[src/rtl/ldpc_mem_port_ctrl.sv]
// ldpc_mem_port_ctrl
//   Requester-side controller for a single-port synchronous RAM holding LDPC messages.
//   Arbitrates decoder write/read requests onto the one RAM port, absorbs the 1-cycle
//   read latency into a 2-entry response FIFO, and runs a sequential zero-fill clear.
//
// Ports
//   clk, reset                 clock (posedge) and asynchronous active-high reset
//   i_clr_start                pulse: start zero-fill (only honoured in ACCESS)
//   o_clr_busy / o_clr_done    clear in progress / pulse on final clear write
//   i_wr_valid/o_wr_ready      write request handshake, i_wr_addr/i_wr_data payload
//   i_rd_valid/o_rd_ready      read request handshake, i_rd_addr payload
//   o_rsp_valid/i_rsp_ready    read response handshake, o_rsp_data = FIFO head
//   o_ram_*                    RAM address/data_in/we/cs, combinational from this cycle's op
//   i_ram_data_out             RAM read data, valid the cycle after a read issue
module ldpc_mem_port_ctrl #(
    parameter int unsigned DATA_WIDTH = 8,
    parameter int unsigned ADDR_WIDTH = 8,
    parameter int unsigned RAM_DEPTH  = 1 << ADDR_WIDTH
) (
    input  logic                  clk,
    input  logic                  reset,
    input  logic                  i_clr_start,
    output logic                  o_clr_busy,
    output logic                  o_clr_done,
    input  logic                  i_wr_valid,
    output logic                  o_wr_ready,
    input  logic [ADDR_WIDTH-1:0] i_wr_addr,
    input  logic [DATA_WIDTH-1:0] i_wr_data,
    input  logic                  i_rd_valid,
    output logic                  o_rd_ready,
    input  logic [ADDR_WIDTH-1:0] i_rd_addr,
    output logic                  o_rsp_valid,
    input  logic                  i_rsp_ready,
    output logic [DATA_WIDTH-1:0] o_rsp_data,
    output logic [ADDR_WIDTH-1:0] o_ram_address,
    output logic [DATA_WIDTH-1:0] o_ram_data_in,
    output logic                  o_ram_we,
    output logic                  o_ram_cs,
    input  logic [DATA_WIDTH-1:0] i_ram_data_out
);

    typedef enum logic [0:0] {
        StAccess,
        StClear
    } state_e;

    // Counter is one bit wider than the address so it never wraps before the last word.
    localparam logic [ADDR_WIDTH:0] LastClrAddr = (ADDR_WIDTH + 1)'(RAM_DEPTH - 1);

    state_e                r_state;
    state_e                w_state_next;
    logic [ADDR_WIDTH:0]   r_clr_cnt;
    logic [ADDR_WIDTH:0]   w_clr_cnt_next;
    logic                  r_inflight;
    logic [DATA_WIDTH-1:0] r_fifo [2];
    logic                  r_fifo_wr_ptr;
    logic                  r_fifo_rd_ptr;
    logic [1:0]            r_fifo_occ;

    logic w_run;
    logic w_access;
    logic w_clearing;
    logic w_clr_last;
    logic w_push;
    logic w_pop;
    logic w_credit;
    logic w_wr_fire;
    logic w_rd_fire;

    // Outputs are forced low while reset is held, independent of the clock.
    assign w_run      = !reset;
    assign w_access   = w_run && (r_state == StAccess);
    assign w_clearing = w_run && (r_state == StClear);
    assign w_clr_last = (r_clr_cnt == LastClrAddr);

    assign o_rsp_valid = w_run && (r_fifo_occ != 2'd0);
    assign o_rsp_data  = r_fifo[r_fifo_rd_ptr];

    assign w_push = r_inflight;
    assign w_pop  = o_rsp_valid && i_rsp_ready;

    // A read may issue only if its response is guaranteed a FIFO slot; a pop this cycle
    // frees one in time for the response two cycles later.
    assign w_credit = (({1'b0, r_fifo_occ} + {2'b00, r_inflight}) < 3'd2) || w_pop;

    always_comb begin
        w_state_next   = r_state;
        w_clr_cnt_next = r_clr_cnt;
        o_clr_busy     = 1'b0;
        o_clr_done     = 1'b0;
        o_wr_ready     = 1'b0;
        o_rd_ready     = 1'b0;
        o_ram_cs       = 1'b0;
        o_ram_we       = 1'b0;
        o_ram_address  = '0;
        o_ram_data_in  = '0;
        w_wr_fire      = 1'b0;
        w_rd_fire      = 1'b0;

        if (w_access) begin
            o_wr_ready = !i_clr_start;
            o_rd_ready = !i_clr_start && !i_wr_valid && w_credit;
            w_wr_fire  = i_wr_valid && o_wr_ready;
            w_rd_fire  = i_rd_valid && o_rd_ready;
            if (i_clr_start) begin
                w_state_next   = StClear;
                w_clr_cnt_next = '0;
            end else if (w_wr_fire) begin
                o_ram_cs      = 1'b1;
                o_ram_we      = 1'b1;
                o_ram_address = i_wr_addr;
                o_ram_data_in = i_wr_data;
            end else if (w_rd_fire) begin
                o_ram_cs      = 1'b1;
                o_ram_address = i_rd_addr;
            end
        end else if (w_clearing) begin
            o_clr_busy     = 1'b1;
            o_ram_cs       = 1'b1;
            o_ram_we       = 1'b1;
            o_ram_address  = r_clr_cnt[ADDR_WIDTH-1:0];
            o_clr_done     = w_clr_last;
            w_clr_cnt_next = r_clr_cnt + 1'b1;
            if (w_clr_last) begin
                w_state_next = StAccess;
            end
        end
    end

    always_ff @(posedge clk or posedge reset) begin
        if (reset) begin
            r_state    <= StAccess;
            r_clr_cnt  <= '0;
            r_inflight <= 1'b0;
        end else begin
            r_state    <= w_state_next;
            r_clr_cnt  <= w_clr_cnt_next;
            r_inflight <= w_rd_fire;
        end
    end

    // 2-entry response FIFO; push comes from the read issued in the previous cycle.
    always_ff @(posedge clk or posedge reset) begin
        if (reset) begin
            r_fifo[0]     <= '0;
            r_fifo[1]     <= '0;
            r_fifo_wr_ptr <= 1'b0;
            r_fifo_rd_ptr <= 1'b0;
            r_fifo_occ    <= 2'd0;
        end else begin
            if (w_push) begin
                r_fifo[r_fifo_wr_ptr] <= i_ram_data_out;
                r_fifo_wr_ptr         <= !r_fifo_wr_ptr;
            end
            if (w_pop) begin
                r_fifo_rd_ptr <= !r_fifo_rd_ptr;
            end
            if (w_push && !w_pop) begin
                r_fifo_occ <= r_fifo_occ + 2'd1;
            end else if (!w_push && w_pop) begin
                r_fifo_occ <= r_fifo_occ - 2'd1;
            end
        end
    end

endmodule

[config.mk]
export PLATFORM = sky130hd
export DESIGN_NAME = ldpc_mem_port_ctrl
export DESIGN_NICKNAME = d
export VERILOG_FILES = /design/src/rtl/ldpc_mem_port_ctrl.sv
export SDC_FILE = /design/constraint.sdc
export NUM_CORES = 1
export LEC_CHECK = 0
export BUFFER_PORTS_ARGS = -buffer_cell sky130_fd_sc_hd__buf_2
export CAP_MARGIN = 25
export CORE_ASPECT_RATIO = 1.5
export CORE_UTILIZATION = 52
export CTS_CLUSTER_DIAMETER = 100
export DETAILED_ROUTE_END_ITERATION = 12
export PLACE_DENSITY = 0.85
export SLEW_MARGIN = 15
export SYNTH_ARGS = -nofsm -noshare
export SYNTH_HDL_FRONTEND = slang
export SYNTH_SLANG_ARGS = --single-unit
[constraint.sdc]
create_clock -name clk -period 4.69 [get_ports clk]
set_input_delay 0.938 -clock clk [delete_from_list [all_inputs] [get_ports clk]]
set_output_delay 0.938 -clock clk [all_outputs]
set_load 0.05 [all_outputs]
Word-level counts from Yosys, hierarchy flattened:

Index checks and enable logic that the tools add are counted.

* output and inout bits: 31
* input bits: 38
* word-level logic and storage cells: 83
* register bits: 31

* mux-type cells: 37
* bitwise operators: 3
* reductions and logical operators: 25
* order comparisons: 4
* add/sub/neg operators: 4
* eq/ne operators: 2

Operators with widths (number)
* 2-to-1 mux 8 bit: 12
* 2-to-1 mux 9 bit: 3
* 2-to-1 mux 1 bit: 18
* bitwise mux 16 bit: 1
* logical AND 1 bit: 11
* adder 9 x 1 -> 9 bit, second input constant: 1
* == test 9 x 8 -> 1 bit, second input constant: 1
* demux 8 bit (select 1 bit): 1
* nonzero test 2 bit: 4
* zero test 1 bit: 7
* >= comparator 2 bit, second input constant: 2
* 2-to-1 mux 2 bit: 2
* NOT 1 -> 2 bit: 2
* adder 2 x 1 -> 3 bit: 1
* less-than comparator 3 x 2 -> 1 bit, second input constant: 1
* AND reduction 3 bit: 1
* adder 2 x 1 -> 2 bit, second input constant: 1
* less-than comparator 2 x 1 -> 1 bit, second input constant: 1
* != test 2 bit, second input constant: 1
* AND reduction 2 bit: 1
* subtractor 2 x 1 -> 2 bit, second input constant: 1
* logical OR 1 bit: 1
* NOT 1 bit: 1

Depth between registers and ports, before layout:

Gate-level depths: netlist of the first run.

* word-level depth: 10
* gate-level depth with buffers: 7
* depth with buffers taken out: 6

Worst setup path after synthesis of the first run:

No wires, ideal clock.

* path type: input-to-output
* start: input port reset
* end: output port o_ram_we
* setup slack: 1.002 ns
* path buffers: 2
* stages on the path: 6
* data required time: 3.752 ns
* arrival time: 2.750 ns
* cells stage by stage: buf_2 > inv_1 > nand2_1 > inv_1 > buf_4 > or2_1

* longest elaborated chain between the ends: 4
* elaborated cells between the ends (all ways): 5
* those cells by class: mux (2); reduce/logical (3)

RTL lines
* from (decl): RTL line 21 `input logic reset,`
* zero test 1 bit (no source line) *
* logical AND 1 bit: RTL line 73 `assign w_clearing = w_run && (r_state == StClear);`
* 2-to-1 mux 1 bit: RTL line 117 `end else if (w_clearing) begin`
* 2-to-1 mux 1 bit *: RTL line 100 `if (w_access) begin`
* to (decl): RTL line 37 `output logic o_ram_we,`

Every way passes the cells marked *; elsewhere a longest branch is shown, timed or not.

Worst setup path in the final report of the first run:

* start: input port reset
* end: output port o_ram_address[1]

* longest elaborated chain between the ends: 10
* elaborated cells between the ends (all ways): 13
* those cells by class: mux (5); reduce/logical (8)

RTL lines
* zero test 1 bit (no source line) *
* logical AND 1 bit: RTL line 76 `assign o_rsp_valid = w_run && (r_fifo_occ != 2'd0);`
* logical AND 1 bit: RTL line 80 `assign w_pop = o_rsp_valid && i_rsp_ready;`
* logical OR 1 bit: RTL line 84 `assign w_credit = (({1'b0, r_fifo_occ} + {2'b00, r_inflight}) < 3'd2) || w_pop;`
* logical AND 1 bit: RTL line 102 `o_rd_ready = !i_clr_start && !i_wr_valid && w_credit;`
* logical AND 1 bit: RTL line 104 `w_rd_fire = i_rd_valid && o_rd_ready;`
* 2-to-1 mux 8 bit: RTL line 113 `end else if (w_rd_fire) begin`
* 2-to-1 mux 8 bit: RTL line 108 `end else if (w_wr_fire) begin`
* 2-to-1 mux 8 bit: RTL line 105 `if (i_clr_start) begin`
* 2-to-1 mux 8 bit *: RTL line 100
* to (decl): RTL line 35 `output logic [ADDR_WIDTH-1:0] o_ram_address,`

Marks and branches as above.

==> results.sh, run 1 <==
export IMPL_status="completed"
export IMPL_dr_pass1_iters=4
export IMPL_start_kind="input port"
export IMPL_critPathMostFrequentCell="buf_2"
export IMPL_final_cell_mix="buf_2, dfrtp_1, mux2_2, and2_1"
export IMPL_peakVddDrop_mv=0.293
export IMPL_io_buffers=68
export IMPL_nFillCells=279
export IMPL_tritoncts="done"
export IMPL_die_x_um=49.3
export IMPL_ctsHoldBuffers=0
export IMPL_timing_final_crit_period_ns=3.28
export IMPL_post_dp_cell_area_um2=2090
export IMPL_wirelength_um=3830
export IMPL_powerDensity_nw_per_um2=440
export IMPL_timing_setup_tns_ns=0
export IMPL_path_cells="buf_2, nor4_1, o211a_1, o2bb2ai_1, buf_2"
export IMPL_grt_overflow=0
export IMPL_cts_buffers=5
export IMPL_die_area_um2=3600
export IMPL_critical_path_class="in2out"
export IMPL_clk_pin_slew_ns=0.06
export IMPL_drv_slew=0
export IMPL_vias_per_cell=5.59
export IMPL_end_kind="output pin"
export IMPL_place_congestion=0.912
export IMPL_clock_path_buffers=2
export IMPL_critPathSlowestCell="o211a_1"
export IMPL_maxCapViolCount=0
export IMPL_drtIter0Drc=27
export IMPL_worst_hold_slack_ns=0.487
export IMPL_core_um2=3190
export IMPL_ys_types=36
export IMPL_cp_required_ns=3.75
export IMPL_cts_sinks=31
export IMPL_cpPeakStageDelay_ns=0.38
export IMPL_htree_levels=2
export IMPL_nets=275
export IMPL_cts_resized_gates=0
export IMPL_rsz0062_at_grt="no"
export IMPL_clock_latency_ns=0.28
export IMPL_wl_per_cell_um=13.9
export IMPL_diodes=0
export IMPL_p_leak_nw=1.08
export IMPL_final_common_cell="buf_2"
export IMPL_avgSynthCellArea_um2=10.4
export IMPL_start_util_pct=54.7
export IMPL_synth_cells=168
export IMPL_cts_root_buf="clkbuf_8"
export IMPL_post_route_util_pct=69.1
export IMPL_ys_warn_count=0
export IMPL_fp_row_count=25
export IMPL_grt_use_total_pct=23.9
export IMPL_netlist_area_um2=1750
export IMPL_finClkSkew_ns=0.00533
export IMPL_grt_max_degree=26
export IMPL_area_growth_pct=26.1
export IMPL_routed_via_count=1537
export IMPL_die_h_um=73.0
export IMPL_fin_crit_sh_pct=69.9
export IMPL_hold_class="reg2reg"
export IMPL_ant_nets=0
export IMPL_synth_seq_area_share_pct=44.4
export IMPL_path_max_fanout=18
export IMPL_hold_viol_final=0
export IMPL_r2r_start="r_clr_cnt[0]"
export IMPL_grt_pass1_wl_um=6440
export IMPL_antenna_found_initial=0
export IMPL_dp_cells=267
export IMPL_dp_hpwl_um=2900
export IMPL_grt_pass1_vias=1448
export IMPL_syn_nets=209
export IMPL_worst_pin_slew_ns=0.515
export IMPL_arrival_ns=2.34
export IMPL_setup_viol=0
export IMPL_io_pins=69
export IMPL_max_freq_mhz=305
export IMPL_synth_seq_cells=31
export IMPL_drcViolationCount=0
export IMPL_drive_gt1_share_pct=43.4
export IMPL_hold_path_startpoint="r_fifo_wr_ptr"
export IMPL_slew_headroom_pct=65.6
export IMPL_final_area_um2=2200
export IMPL_cp_startpoint="reset"
export IMPL_cts_setup_buffers=0
export IMPL_layout_cells_non_filler=275
cell type report:
type                       instances  area (µm²)  area share [%]
multi-input combinational        122         893            40.5
timing repair buffer              69         348            15.8
clock buffer                       6        82.6            3.75
clock inverter                     2        35.0            1.59
sequential                        31         776            35.2
inverter                           5        18.8           0.852
tap                               40        50.0            2.27
registers in the layout (all words and copies together), names as in the netlist:
name	cells
r_state	1
r_fifo	16
r_fifo_rd_ptr	1
r_fifo_wr_ptr	1
r_fifo_occ	2
r_inflight	1
r_clr_cnt	9
worst max-delay path: cells and delay by family:
family | cells | cell delay, ns
compound gates | 2 | 0.55
buf+inv | 2 | 0.48
simple gates | 1 | 0.36
logic make-up (layout without fill, tap and decap cells):
| kind of cell | Yosys count | count (layout) | synth area share [%] |
|---|---|---|---|
| adders and majority gates | 3 | 3 | 2.15 |
| AOI/OAI and AO/OA | 40 | 40 | 15.7 |
| DFF | 31 | 31 | 44.4 |
| and+or+nand+nor | 49 | 49 | 14.8 |
| muxes | 24 | 24 | 15.5 |
| xor gates and xnor gates | 6 | 6 | 3.01 |
| buffers and inverters | 15 | 82 | 4.44 |
where the power goes:
part	total, W	internal (W)	switching (W)
Clock	0.000267	0.000172	0.0000952
Sequential	0.000373	0.000311	0.0000625
Combinational	0.000330	0.000120	0.000211
Total	0.000970	0.000602	0.000368
metal layers:
layer	part of all wire [%]	vias to the layer above	GRT usage [%]	wire length [µm]
li1	-	740	-	-
met1	40	705	25.8	1520
met2	50	82	41.6	1920
met3	7.5	10	6.46	286
met4	2.5	0	13.7	95
met5	0	-	0	0
cell usage after synthesis (all sizes together):
library cell,instances,area (µm²)
xnor2,2,17.5
nor3,2,10.0
inv,5,18.8
o21a,1,7.51
a221oi,1,8.76
a41oi,2,17.5
ha,3,37.5
nand2b,1,6.26
a22o,1,8.76
o311ai,1,8.76
nand2,10,37.5
o211a,1,10.0
nand3,3,15.0
buf,8,51.3
nor2b,2,12.5
xor2,4,35.0
o21bai,1,7.51
and3,2,12.5
nor4,1,6.26
and2,17,106
or2,1,6.26
clkbuf,2,7.51
o21ai,9,45.0
a21oi,3,15.0
o2bb2ai,8,70.1
o22ai,2,12.5
or3,1,6.26
nor2,7,26.3
nand4,1,6.26
nor3b,1,7.51
a31oi,10,62.6
mux2,24,270
dfrtp,31,776
worst paths after layout:
| check | to | slack (ns) | depth (start not counted) |
|---|---|---|---|
| max reg2reg | r_clr_cnt[8] | 3.08 | 5 |
| max in group asynchronous | r_fifo_wr_ptr | 3.28 | 3 |
| min reg2reg | r_fifo_wr_ptr | 0.49 | 1 |
| min in group asynchronous | r_clr_cnt[2] | 0.76 | 2 |
| max | o_ram_address[1] | 1.41 | 5 |
| min | r_fifo_wr_ptr | 0.49 | 1 |
metrics by stage:
step	setup slack, ns	power, W
3_3_place_gp	1.45	0.000706
3_5_place_dp	1.44	0.000709
5_1_grt	1.28	0.00102
4_1_cts	1.43	0.000978
2_1_floorplan	1.00	0.000626
6_report	1.41	0.000970
Note: power is estimated with default switching activity, not from simulation.
==> run 2, diff against run 1 <==
- CORE_UTILIZATION: 52 -> 44
- PLACE_DENSITY: 0.85 -> 0.76
- clock period: 4.69 -> 2.6 ns (I/O delays scaled with it)
==> results.sh, run 2 (same netlist as run 1, synthesis figures left out) <==
export IMPL_grt_use_total_pct=20.0
export IMPL_diodes=0
export IMPL_ant_nets=0
export IMPL_antenna_found_initial=0
export IMPL_critPathSlowestCell="dfrtp_2"
export IMPL_rsz0062_at_grt="no"
export IMPL_drive_gt1_share_pct=45.6
export IMPL_p_leak_nw=1.09
export IMPL_clk_pin_slew_ns=0.07
export IMPL_cts_sinks=31
export IMPL_max_freq_mhz=419
export IMPL_end_kind="output pin"
export IMPL_cpPeakStageDelay_ns=0.43
export IMPL_reg2reg_slack_ns=1.07
export IMPL_grt_pass1_vias=1414
export IMPL_arrival_ns=1.87
export IMPL_die_x_um=53.4
export IMPL_post_route_util_pct=60.0
export IMPL_top_register="r_fifo"
export IMPL_ctsHoldBuffers=0
export IMPL_die_h_um=79.2
export IMPL_nets=279
export IMPL_maxCapViolCount=0
export IMPL_peakVddDrop_mv=0.574
export IMPL_cts_buffers=5
export IMPL_grt_overflow=0
export IMPL_dp_cells=274
export IMPL_final_cell_mix="buf_2, dfrtp_1, mux2_2, and2_1"
export IMPL_area_growth_pct=28.7
export IMPL_vias_per_cell=5.34
export IMPL_timing_final_ws_setup_ns=0.211
export IMPL_finClkSkew_ns=0.00696
export IMPL_hold_viol_final=0
export IMPL_path_max_fanout=8
export IMPL_largest_reg_flops=16
export IMPL_start_kind="flop"
export IMPL_drcViolationCount=0
export IMPL_powerDensity_nw_per_um2=791
export IMPL_grt_max_degree=33
export IMPL_wl_per_cell_um=13.7
export IMPL_layout_cells_non_filler=282
export IMPL_dp_slack_ns=0.272
export IMPL_place_congestion=0.799
export IMPL_dp_hpwl_um=2940
export IMPL_reg_top3="r_fifo x16, r_clr_cnt x9, r_fifo_occ x2"
export IMPL_critPathMostFrequentCell="ha_1"
export IMPL_clock_latency_ns=0.28
export IMPL_timing_final_crit_period_ns=2.39
export IMPL_start_util_pct=46.6
export IMPL_slew_headroom_pct=69.5
export IMPL_timing_setup_tns_ns=0
export IMPL_drv_slew=0
export IMPL_htree_levels=2
export IMPL_tritoncts="done"
export IMPL_path_cells="ha_1, nand2_1, nor3_1, ha_1, and2_1, buf_2"
export IMPL_cp_required_ns=2.08
export IMPL_dr_pass1_iters=4
export IMPL_drtIter0Drc=8
export IMPL_io_pins=69
export IMPL_fin_crit_sh_pct=91.9
export IMPL_grt_pass1_wl_um=6060
export IMPL_die_area_um2=4230
export IMPL_routed_via_count=1507
export IMPL_hold_class="in2async"
export IMPL_io_buffers=68
export IMPL_clock_path_buffers=2
export IMPL_core_um2=3750
export IMPL_setup_viol=0
export IMPL_wirelength_um=3870
export IMPL_worst_pin_slew_ns=0.457
export IMPL_critical_path_class="reg2out"
export IMPL_cts_root_buf="clkbuf_8"
export IMPL_nFillCells=334
export IMPL_status="completed"
export IMPL_fp_row_count=27
export IMPL_final_common_cell="buf_2"
export IMPL_post_layout_total_power_w=0.00178
-- run 2: cell count changes in the layout (fill, tap and decap cells not counted), sizes merged --
cell | previous run | this run
buf | 69 | 73
clkinvlp | 0 | 1
inv | 5 | 4
-- run 2: metrics by stage --
step,hold slack (ns),instance area [µm²]
5_1_grt,0.450,2250
3_3_place_gp,0.465,2130
4_1_cts,0.433,2250
6_report,0.416,2250
2_1_floorplan,0.452,1760
3_5_place_dp,0.468,2130
-- run 2: critical path: cells and delay by family (launching register included) --
kind,cells,cell delay [ns]
adders and majority gates,2,0.46
DFF,1,0.43
and+or+nand+nor,3,0.43
buffers and inverters,1,0.27
-- run 2: path summary, 6_finish.rpt --
check	start	to	cells past startpoint
worst min-delay path	reset	r_fifo_occ[1]	3
worst max-delay path	r_clr_cnt[0]	o_clr_done	6
max in group asynchronous	reset	r_clr_cnt[0]	3
min in group clk	i_ram_data_out[2]	r_fifo[10]	2
worst max register to register	r_clr_cnt[0]	r_clr_cnt[8]	5
worst min register to register	r_fifo_wr_ptr	r_fifo_wr_ptr	1
-- run 2: power by group --
part	internal, W	total (W)	leakage [nW]	switching, W
clock network	0.000310	0.000495	0.0612	0.000185
registers	0.000561	0.000660	0.371	0.0000996
logic	0.000228	0.000623	0.660	0.000395
-- run 2: routing by layer --
| metal | routed length (µm) | up-vias | global-route usage, % |
|---|---|---|---|
| li1 | - | 750 | - |
| met1 | 1670 | 681 | 21.7 |
| met2 | 1870 | 71 | 35.0 |
| met3 | 268 | 5 | 5.56 |
| met4 | 62 | 0 | 7.89 |
| met5 | 0 | - | 0 |
-- run 2: timing repair --
action                     4_1_cts  5_1_grt
setup buffers                    0        0
resized for setup                0        1
setup endpoints to repair        0        1
-- run 2: final cells by class --
cell class / instances / area [µm²] / share of cell area, %
clock buffer: 6 / 82.6 / 3.67
multi-input combinational: 122 / 900 / 40.0
clock inverter: 2 / 35.0 / 1.56
timing repair buffer: 73 / 378 / 16.8
tap: 43 / 53.8 / 2.39
inverter: 5 / 22.5 / 1.00
sequential: 31 / 777 / 34.6
==> run 3, diff against run 2 <==
- MAX_ROUTING_LAYER: default -> met4
- TNS_END_PERCENT: default -> 5
- clock period: 2.6 -> 2.1 ns (I/O delays scaled with it)
==> results.sh, run 3 (same netlist as run 1, synthesis figures left out) <==
export IMPL_reg2reg_slack_ns=0.62
export IMPL_grt_pass1_wl_um=7320
export IMPL_final_common_cell="buf_2"
export IMPL_r2r_start="r_fifo_occ[0]"
export IMPL_grt_use_total_pct=23.8
export IMPL_die_h_um=79.2
export IMPL_met2_length_um=2340
export IMPL_timing_setup_tns_ns=0
export IMPL_arrival_ns=1.61
export IMPL_wirelength_um=4420
export IMPL_grt_pass1_vias=1620
export IMPL_powerDensity_nw_per_um2=883
export IMPL_cpPeakStageDelay_ns=0.39
export IMPL_hold_viol_final=0
export IMPL_grt_overflow=0
export IMPL_post_layout_total_power_w=0.00213
export IMPL_vias_per_cell=5.45
export IMPL_maxCapViolCount=0
export IMPL_htree_levels=2
export IMPL_antenna_found_initial=0
export IMPL_fin_crit_sh_pct=96.5
export IMPL_path_cells="nor4_2, buf_4, o211a_1, buf_12, o2bb2ai_1, buf_4"
export IMPL_setup_viol=0
export IMPL_clock_latency_ns=0.27
export IMPL_die_x_um=53.4
export IMPL_reg_top3="r_fifo x16, r_clr_cnt x9, r_fifo_occ x2"
export IMPL_critPathSlowestCell="dfrtp_1"
export IMPL_post_dp_cell_area_um2=2230
export IMPL_clock_path_buffers=2
export IMPL_cts_resized_gates=19
export IMPL_rsz0062_at_grt="yes"
export IMPL_cts_sinks=31
export IMPL_slew_headroom_pct=70.2
export IMPL_worst_pin_slew_ns=0.446
export IMPL_critPathMostFrequentCell="buf_4"
export IMPL_io_buffers=68
export IMPL_timing_rr_end="r_fifo_occ[1]"
export IMPL_drv_slew=0
export IMPL_tritoncts="done"
export IMPL_peakVddDrop_mv=0.655
export IMPL_diodes=0
export IMPL_place_congestion=0.915
export IMPL_met3_length_um=200
export IMPL_start_kind="flop"
export IMPL_path_max_fanout=9
export IMPL_wl_met1_um=1810
export IMPL_drcViolationCount=0
export IMPL_fp_row_count=27
export IMPL_clk_pin_slew_ns=0.06
export IMPL_timing_final_crit_period_ns=2.03
export IMPL_final_area_um2=2410
export IMPL_drtIter0Drc=48
export IMPL_cts_root_buf="clkbuf_8"
export IMPL_top_layer_used="met4"
export IMPL_max_freq_mhz=493
export IMPL_drive_gt1_share_pct=51.4
export IMPL_reg2reg_depth=5
export IMPL_top_register="r_fifo"
export IMPL_critical_path_class="reg2out"
export IMPL_area_growth_pct=38.2
export IMPL_io_pins=69
export IMPL_die_area_um2=4230
export IMPL_cp_required_ns=1.68
export IMPL_grt_max_degree=30
export IMPL_ctsHoldBuffers=0
export IMPL_ant_nets=0
export IMPL_final_cell_mix="buf_2, buf_4, dfrtp_1, mux2_2, and2_1"
export IMPL_dr_pass1_iters=4
export IMPL_core_um2=3750
export IMPL_dp_hpwl_um=3380
export IMPL_nets=290
export IMPL_cts_setup_buffers=0
export IMPL_cts_buffers=5
export IMPL_p_leak_nw=1.14
export IMPL_largest_reg_flops=16
export IMPL_nFillCells=325
export IMPL_finClkSkew_ns=0.00252
export IMPL_status="completed"
export IMPL_routed_via_count=1592
export IMPL_start_util_pct=46.6
export IMPL_end_kind="output pin"
export IMPL_wl_per_cell_um=15.1
export IMPL_hold_class="in2async"
[run 3: changes by cell type in the layout (fill, tap and decap cells not counted), sizes merged]
cell / previous run / this run
clkbuf: 6 / 7
bufinv: 1 / 0
buf: 73 / 83
[run 3: layout make-up]
type	instances	area, µm²	share of cell area (%)
Multi-Input combinational cell	122	947	39.2
Sequential cell	31	776	32.1
Timing Repair Buffer	84	524	21.7
Clock buffer	6	82.6	3.42
Tap cell	43	53.8	2.23
Inverter	5	25.0	1.04
Clock inverter	1	5.00	0.207
[run 3: worst max-delay path: cells and delay by family, from the launching register on]
family / cells / cell delay, ns
compound gates: 2 / 0.29
flops: 1 / 0.39
simple gates: 1 / 0.14
buf+inv: 3 / 0.50
[run 3: per-stage QoR]
step / cells / worst slack, ns / hold slack [ns] / utilization, %
final: 292 / 0.0726 / 0.178 / 64.4
after global routing: 292 / -0.0205 / 0.182 / 64.4
after CTS: 292 / -0.0188 / 0.163 / 63.2
after detailed placement: 285 / -0.0340 / 0.463 / 59.6
after global placement: 285 / -0.0321 / 0.463 / 59.6
after floorplan: 168 / -0.187 / 0.452 / -
[run 3: per-layer routing]
| metal | GRT usage [%] | vias up |
|---|---|---|
| li1 | - | 763 |
| met1 | 26.9 | 764 |
| met2 | 40.9 | 55 |
| met3 | 3.83 | 10 |
| met4 | 8.68 | 0 |
| met5 | - | - |
[run 3: worst max-delay path by stage]
| stage | startpoint | to | slack (ns) | cells after the start |
|---|---|---|---|---|
| after global placement | i_wr_valid | o_ram_address[4] | -0.03 | 7 |
| after detailed placement | i_wr_valid | o_ram_address[4] | -0.03 | 7 |
| after global routing | r_state | o_ram_address[2] | -0.02 | 6 |
| after CTS | r_state | o_ram_address[4] | -0.02 | 6 |
| after floorplan | reset | o_ram_we | -0.19 | 6 |
| final | r_state | o_ram_address[2] | 0.07 | 6 |
[run 3: power breakdown]
part	switching [W]	leakage [nW]	total (W)	internal, W
sequential	0.000105	0.372	0.000799	0.000694
clock	0.000207	0.0470	0.000463	0.000257
combinational	0.000531	0.725	0.000869	0.000338
